### config.mk
export PLATFORM = sky130hd
export DESIGN_NAME = hazard_controller
export DESIGN_NICKNAME = d
export VERILOG_FILES = /design/src/rtl/hazard_controller_pkg.sv /design/src/rtl/hazard_controller_sat_counter.sv /design/src/rtl/hazard_controller.sv
export SDC_FILE = /design/constraint.sdc
export NUM_CORES = 1
export LEC_CHECK = 0
export ABC_AREA = 1
export CAP_MARGIN = 5
export CORE_ASPECT_RATIO = 1.1
export CORE_MARGIN = 2
export CORE_UTILIZATION = 48
export CTS_CLUSTER_DIAMETER = 50
export CTS_CLUSTER_SIZE = 40
export DETAILED_ROUTE_END_ITERATION = 8
export PLACE_DENSITY_LB_ADDON = 0.12
export SETUP_SLACK_MARGIN = 0.1
export SYNTH_ARGS = -nofsm -noshare
export SYNTH_HDL_FRONTEND = slang
export SYNTH_HIERARCHICAL = 1
export SYNTH_SLANG_ARGS = --single-unit
### constraint.sdc
create_clock -name CLK -period 4.2 [get_ports CLK]
set_clock_uncertainty 0.1 [all_clocks]
set_input_delay 1.26 -clock CLK [delete_from_list [all_inputs] [get_ports CLK]]
set_output_delay 1.26 -clock CLK [all_outputs]
set_load 0.005 [all_outputs]
### src/rtl/hazard_controller_pkg.sv
// Shared types and defaults for the IF/ID/EX hazard controller.
//   hc_state_e : sequencer state (RUN / MD_WAIT)
//   pipe_ctl_t : bundle of pipeline-register control enables
//   load_use() : load-use hazard detect between ID and EX
package hazard_controller_pkg;

   typedef enum logic {
      RUN     = 1'b0,
      MD_WAIT = 1'b1
   } hc_state_e;

   localparam int MD_TIMEOUT_DEF = 40;
   localparam int MD_CNT_W_DEF   = 6;
   localparam int CNT_W_DEF      = 32;

   typedef struct packed {
      logic pc_stall;
      logic if_id_stall;
      logic if_id_flush;
      logic id_ex_stall;
      logic id_ex_bubble;
   } pipe_ctl_t;

   // x0 is hardwired zero, so a load targeting it never creates a hazard.
   function automatic logic load_use(input logic [4:0] rs1,
                                     input logic [4:0] rs2,
                                     input logic       uses_rs1,
                                     input logic       uses_rs2,
                                     input logic [4:0] ex_rd,
                                     input logic       ex_mem_read);
      return ex_mem_read && (ex_rd != 5'd0) &&
             ((uses_rs1 && (rs1 == ex_rd)) || (uses_rs2 && (rs2 == ex_rd)));
   endfunction

endpackage

### src/rtl/hazard_controller_sat_counter.sv
// Saturating up-counter used for the stall/flush performance counters.
//   CLK   : clock, rising edge
//   RST   : synchronous active-high reset, clears COUNT
//   INC   : add one this cycle (ignored once COUNT is all-ones)
//   COUNT : current value, holds at all-ones instead of wrapping
module sat_counter
   import hazard_controller_pkg::*;
#(
   parameter int W = CNT_W_DEF
) (
   input  logic         CLK,
   input  logic         RST,
   input  logic         INC,
   output logic [W-1:0] COUNT
);

   always_ff @(posedge CLK) begin
      if (RST)
         COUNT <= '0;
      else if (INC && (COUNT != '1))
         COUNT <= COUNT + 1'b1;
   end

endmodule

### src/rtl/hazard_controller.sv
// Pipeline sequencer for the IF/ID/EX front end of the RV32IM core.
// Detects load-use hazards, squashes wrong-path instructions on redirect and
// holds the front end while a multi-cycle DIV/REM op occupies EX.
//   CLK, RST                  : clock / synchronous active-high reset
//   ID_RS1/RS2, ID_USES_RS1/2 : source operands of the ID instruction
//   ID_MULDIV                 : ID instruction is a multi-cycle M-op
//   EX_RD, EX_MEM_READ        : destination / load flag of the EX instruction
//   EX_REDIRECT               : EX resolved a taken branch or jump
//   EX_MULDIV_DONE            : multi-cycle unit result valid
//   PC_STALL .. ID_EX_BUBBLE  : pipeline register enables (combinational)
//   MD_BUSY                   : waiting on a multi-cycle op
//   MD_TIMEOUT_ERR            : sticky, a multi-cycle op never finished
//   STALL_COUNT, FLUSH_COUNT  : saturating performance counters
module hazard_controller
   import hazard_controller_pkg::*;
#(
   parameter int MD_TIMEOUT = MD_TIMEOUT_DEF,
   parameter int MD_CNT_W   = MD_CNT_W_DEF,
   parameter int CNT_W      = CNT_W_DEF
) (
   input  logic             CLK,
   input  logic             RST,
   input  logic [4:0]       ID_RS1,
   input  logic [4:0]       ID_RS2,
   input  logic             ID_USES_RS1,
   input  logic             ID_USES_RS2,
   input  logic             ID_MULDIV,
   input  logic [4:0]       EX_RD,
   input  logic             EX_MEM_READ,
   input  logic             EX_REDIRECT,
   input  logic             EX_MULDIV_DONE,
   output logic             PC_STALL,
   output logic             IF_ID_STALL,
   output logic             IF_ID_FLUSH,
   output logic             ID_EX_STALL,
   output logic             ID_EX_BUBBLE,
   output logic             MD_BUSY,
   output logic             MD_TIMEOUT_ERR,
   output logic [CNT_W-1:0] STALL_COUNT,
   output logic [CNT_W-1:0] FLUSH_COUNT
);

   localparam logic [MD_CNT_W-1:0] MD_LAST = MD_CNT_W'(MD_TIMEOUT - 1);

   hc_state_e           state_q, state_d;
   logic [MD_CNT_W-1:0] md_cnt_q, md_cnt_d;
   logic                err_q, err_d;
   pipe_ctl_t           ctl;
   logic                md_busy;
   logic                lu;

   assign lu = load_use(ID_RS1, ID_RS2, ID_USES_RS1, ID_USES_RS2, EX_RD, EX_MEM_READ);

   always_ff @(posedge CLK) begin
      if (RST) begin
         state_q  <= RUN;
         md_cnt_q <= '0;
         err_q    <= 1'b0;
      end else begin
         state_q  <= state_d;
         md_cnt_q <= md_cnt_d;
         err_q    <= err_d;
      end
   end

   always_comb begin
      ctl      = '0;
      md_busy  = 1'b0;
      state_d  = state_q;
      md_cnt_d = '0;
      err_d    = err_q;
      if (RST) begin
         // Keep wrong state out of the pipe while the core is held in reset.
         ctl.if_id_flush  = 1'b1;
         ctl.id_ex_bubble = 1'b1;
      end else begin
         case (state_q)
            RUN: begin
               if (EX_REDIRECT) begin
                  // Wrong-path instructions in IF/ID and ID are dropped,
                  // so a hazard or M-op they carry is irrelevant.
                  ctl.if_id_flush  = 1'b1;
                  ctl.id_ex_bubble = 1'b1;
               end else if (lu) begin
                  // One bubble is enough: next cycle the load sits in MEM
                  // and forwarding covers the consumer.
                  ctl.pc_stall     = 1'b1;
                  ctl.if_id_stall  = 1'b1;
                  ctl.id_ex_bubble = 1'b1;
               end else if (ID_MULDIV) begin
                  // The M-op advances into EX this cycle; hold from next.
                  state_d = MD_WAIT;
               end
            end
            MD_WAIT: begin
               md_busy  = 1'b1;
               md_cnt_d = md_cnt_q + 1'b1;
               if (EX_MULDIV_DONE) begin
                  state_d = RUN;
               end else if (md_cnt_q == MD_LAST) begin
                  // Give up and release the pipe; flag it for software.
                  state_d = RUN;
                  err_d   = 1'b1;
               end else begin
                  ctl.pc_stall    = 1'b1;
                  ctl.if_id_stall = 1'b1;
                  ctl.id_ex_stall = 1'b1;
               end
            end
            default: state_d = RUN;
         endcase
      end
   end

   assign PC_STALL       = ctl.pc_stall;
   assign IF_ID_STALL    = ctl.if_id_stall;
   assign IF_ID_FLUSH    = ctl.if_id_flush;
   assign ID_EX_STALL    = ctl.id_ex_stall;
   assign ID_EX_BUBBLE   = ctl.id_ex_bubble;
   assign MD_BUSY        = md_busy;
   assign MD_TIMEOUT_ERR = err_q;

   sat_counter #(.W(CNT_W)) u_stall_cnt (
      .CLK   (CLK),
      .RST   (RST),
      .INC   (ctl.pc_stall),
      .COUNT (STALL_COUNT)
   );

   // Reset-time flushes are housekeeping, not pipeline events.
   sat_counter #(.W(CNT_W)) u_flush_cnt (
      .CLK   (CLK),
      .RST   (RST),
      .INC   (ctl.if_id_flush & ~RST),
      .COUNT (FLUSH_COUNT)
   );

endmodule

==> results.txt <==
The flow ran to the end, and the final reports show no timing, DRC or antenna violations. The number of antenna violations at the first check in global routing came out at 0. Port buffering added 93 buffers. Of all nets on the critical path, the largest fanout is 3. Clock tree synthesis selected as its root buffer the cell sky130_fd_sc_hd__clkbuf_8. The signal on the critical path passes through clkdlybuf4s50_1, inv_1, nand2_1, nand2_1, nor2_1, nand3_1, nand2_1, nand2_2, buf_4, a21oi_2, clkbuf_2.

Measured against its own limit, the worst slew margin works out to 62.4%. The master of the slowest instance on the critical path was sky130_fd_sc_hd__clkdlybuf4s50_1. Dividing total power by cell area gives a power density of 242 mW/mm^2. The total count of max-transition violations in the final report came out at 0. Data on the critical path arrives at its endpoint at 2.63 ns. Detailed placement finished with a half-perimeter wire length of 9.02 mm.

The logs give 0 for the number of buffers added for setup after CTS and 0.00112 W for the internal portion of total power. The run gives 0 as the number of maximum-capacitance violations. Net switching is 22.6% of the power. The total number of vias is 4993, and the total number of H-tree levels is 3.

The net count after synthesis is 781, and the final setup violation count is 0. Type of the most critical hold path: reg2reg. The worst setup slack after placement was -0.213 ns; the total wire length after detailed routing was 12.0 mm.

The cell area that synthesis handed to floorplanning was 0.00475 mm^2. For this run, design rule violations remaining after detail routing come to 0. CTS saw 72 sinks. The detail route stage leaves a number of antenna-violating nets equal to 0. The switching power of the nets came out at 0.000325 W. Dominant cell type by area after synthesis: sky130_fd_sc_hd__dfxtp_1. Once the floorplan was initialized, standard cells occupied 48.7% of the core. The mean cell area of the mapped netlist is 6.29 um^2. TritonCTS built the clock tree. In this run the count of I/O pins placed on the die edge is 94.

STA puts the critical path data required time at 2.84 ns. The critical path capture point type is an output pin. Counting the buffers created by CTS gives 9.

The worst setup path is launched from a primary input. The critical path is of the in2out type. Once layout is complete, the utilization of the core stands at 61.2%. The number of enable flip-flop cells after synthesis works out to 0.

Top-area cell type share of the netlist area: 30.3%. Across all register-to-register paths, the minimum setup slack is 1.67 ns. The wire length of the first global-routing pass is 20.3 mm, and the maximum ir drop on the vdd rail is 198 uV. Combinational logic is responsible for 6.3% of the overall power. For this design the static power due to leakage is 2.56 nW. The highest routed metal layer was met4. The via count normalized by instance count is 5.12. The row count was 38; the count of yosys warnings during synthesis was 6. Hold is met by 0.395 ns. Ranked by total cell area, the synthesized netlist is headed by sky130_fd_sc_hd__dfxtp_1 (30%), sky130_fd_sc_hd__nand2_1 (17%), sky130_fd_sc_hd__nor2_1 (12%). After layout, the worst setup slack is 0.206 ns. The instance count of the mapped netlist came out at 755. The run gives 0 as the number of hold-slack violations in the final timing report. The largest single stage delay on the critical path is 0.50 ns.

The run gives 210 as the number of DRC violations after detailed-routing iteration 0. The floorplan die width was 98.8 um. The run gives 0 as the antenna diode instance count.

The total area inside the core boundary comes to 0.00975 mm^2. In the synthesized netlist the async set-or-reset flop fraction comes to 0%. The net count of the finished layout is 876. The clock latency of the later-clocked register in the worst-skew pair is 0.36 ns, and the actual slew at the worst max-slew pin is 0.563 ns.

The logic depth of the worst register-to-register path was 16; the area growth from synthesis to layout was 25.7%. After filler insertion, the fill cell instance count of the layout stands at 938. Global routing used 23.0% of the available tracks. Clock-pin slew was measured on the worst setup and hold paths at 0.08 ns. Area of the die: 0.0107 mm^2. The met3 routed wirelength was 525 um. The chip height was 108 um. The hold path depth works out to 1. The wire length on met1 was 5.17 mm.

Setup repair after global routing could not meet its margin everywhere. For the total negative slack for setup checks, the log shows 0 ns. The sequential power share was 47.6%. The clock period minus worst slack is 3.99 ns. The largest net degree at the start of global routing is 42.

In this run the deepest clock path goes through 2 buffers. Wire segments on met2 add up to 6.06 mm in the final route. The netlist uses 33 different library cells. The sequential fraction of the synthesis area was 30.3%.

The run gives 0 as the total overflow reported by the global router. The synthesized design contains 72 register bits. For the number of global-route vias before repair, the log shows 4698. The run gives 46.1% as the portion of total power attributed to the clock network. The cell seen most often among critical-path stages was sky130_fd_sc_hd__nand2_1. The final weighted congestion of routability-driven global placement is 0.864. Before antenna repair, the detailed router went through 5 iterations. The final cycle utilization of the critical path was 95.1%. In the final layout, the share of cells above drive strength 1 is 12.2%. Dominant synthesized flop cell: sky130_fd_sc_hd__dfxtp_1.

Dividing the detail-routed wire length by the instance count gives 12.3 um. Timing would allow up to 0.250 GHz.
cell families (layout without fill, tap and decap cells):
family / count (synthesis) / count (layout) / share of synthesized area [%]
compound gates: 57 / 57 / 6.59
simple gates: 518 / 518 / 52.2
buf+inv: 105 / 205 / 10.1
flops: 72 / 72 / 30.3
fa+ha+maj: 3 / 3 / 0.790
power by group through the flow:
stage / registers, W / clock network, W / logic (W)
final: 0.000686 / 0.000665 / 0.0000914
after CTS: 0.000686 / 0.000683 / 0.0000926
after detailed placement: 0.000702 / 0 / 0.0000928
after floorplan: 0.000702 / 0 / 0.0000477
after global placement: 0.000702 / 0 / 0.0000905
after global routing: 0.000687 / 0.000712 / 0.000101
Yosys cell counts (2+ instances only):
cell type                  count
sky130_fd_sc_hd__nor2_1      154
sky130_fd_sc_hd__clkinv_1      2
sky130_fd_sc_hd__nor2_8        3
sky130_fd_sc_hd__nand2_1     211
sky130_fd_sc_hd__nor3_2        2
sky130_fd_sc_hd__o21ai_0       3
sky130_fd_sc_hd__a21oi_1      40
sky130_fd_sc_hd__buf_6        10
sky130_fd_sc_hd__nand4_2       4
sky130_fd_sc_hd__ha_1          3
sky130_fd_sc_hd__nor2_2       12
sky130_fd_sc_hd__nand4_1      25
sky130_fd_sc_hd__dfxtp_1      72
sky130_fd_sc_hd__and2_1        2
sky130_fd_sc_hd__nand3_1      51
sky130_fd_sc_hd__inv_2         8
sky130_fd_sc_hd__nor3_1        8
sky130_fd_sc_hd__a31oi_1      10
sky130_fd_sc_hd__nand2_2      13
sky130_fd_sc_hd__inv_1        77
sky130_fd_sc_hd__buf_2         4
sky130_fd_sc_hd__nor2_4        8
sky130_fd_sc_hd__nand3_2      14
sky130_fd_sc_hd__a21oi_2       3
sky130_fd_sc_hd__buf_1         2
sky130_fd_sc_hd__nand3b_1      2
sky130_fd_sc_hd__nand2_4       6
timing repair:
item | in CTS | in global routing
pin swaps | 0 | 1
hold buffers | 0 | 0
endpoints found under the setup margin | 4 | 3
gates cloned | 0 | 0
resized for setup | 6 | 5
hold endpoints to repair | 0 | 0
stage by stage:
stage                     instances  total power, W  cell area (um^2)
after floorplan                 755        0.000750              4750
after global placement          959        0.000793              5740
after detailed placement        959        0.000795              5740
after CTS                       975         0.00146              5980
after global routing            975         0.00150              5970
final                           975         0.00144              5970
path summary, 6_finish.rpt:
| path | end | startpoint |
|---|---|---|
| setup / recovery | ID_EX_BUBBLE | EX_RD[1] |
| hold reg to reg | md_cnt_q[0] | md_cnt_q[0] |
| hold / removal | md_cnt_q[0] | md_cnt_q[0] |
| setup reg to reg | u_stall_cnt/COUNT[17] | md_cnt_q[0] |
state kept, by name (all words and copies together) (netlist names):
name / count
MD_TIMEOUT_ERR: 1
md_cnt_q: 6
state_q: 1
u_flush_cnt/COUNT: 32
u_stall_cnt/COUNT: 32
placed cells by master (no fill, tap or decap), types with 3 or more instances in the layout:
| master | Yosys | layout |
|---|---|---|
| sky130_fd_sc_hd__a21oi_1 | 40 | 40 |
| sky130_fd_sc_hd__a21oi_2 | 3 | 3 |
| sky130_fd_sc_hd__a31oi_1 | 10 | 10 |
| sky130_fd_sc_hd__buf_4 | 1 | 8 |
| sky130_fd_sc_hd__bufinv_16 | 0 | 3 |
| sky130_fd_sc_hd__clkbuf_2 | 0 | 3 |
| sky130_fd_sc_hd__clkbuf_8 | 0 | 9 |
| sky130_fd_sc_hd__clkdlybuf4s50_1 | 0 | 89 |
| sky130_fd_sc_hd__clkinv_2 | 0 | 4 |
| sky130_fd_sc_hd__dfxtp_1 | 72 | 72 |
| sky130_fd_sc_hd__ha_1 | 3 | 3 |
| sky130_fd_sc_hd__inv_1 | 77 | 77 |
| sky130_fd_sc_hd__inv_2 | 8 | 8 |
| sky130_fd_sc_hd__nand2_1 | 211 | 211 |
| sky130_fd_sc_hd__nand2_2 | 13 | 13 |
| sky130_fd_sc_hd__nand2_4 | 6 | 6 |
| sky130_fd_sc_hd__nand3_1 | 51 | 51 |
| sky130_fd_sc_hd__nand3_2 | 14 | 14 |
| sky130_fd_sc_hd__nand4_1 | 25 | 25 |
| sky130_fd_sc_hd__nand4_2 | 4 | 4 |
| sky130_fd_sc_hd__nor2_1 | 154 | 154 |
| sky130_fd_sc_hd__nor2_2 | 12 | 12 |
| sky130_fd_sc_hd__nor2_4 | 8 | 8 |
| sky130_fd_sc_hd__nor2_8 | 3 | 3 |
| sky130_fd_sc_hd__nor3_1 | 8 | 8 |
| sky130_fd_sc_hd__o21ai_0 | 3 | 3 |
area by class of cell:
class	instances	area [um^2]	area share [%]
clock buffers	9	124	2.08
clock inverters	7	110	1.84
inverters	88	333	5.58
multi-input cells	578	2840	47.5
flip-flops and latches	72	1440	24.2
well taps	120	150	2.52
repair buffers	101	975	16.3
worst max-delay path, delay by kind of cell:
family / cells / cell delay [ns]
compound gates: 1 / 0.10
buf+inv: 4 / 0.84
simple gates: 6 / 0.44
layer usage:
layer	GRT usage [%]	vias up
met5	0	-
met4	8.51	0
met3	4.59	17
met1	26.6	2267
met2	41.8	121
li1	-	2588
Note: power is estimated with default switching activity, not from simulation.
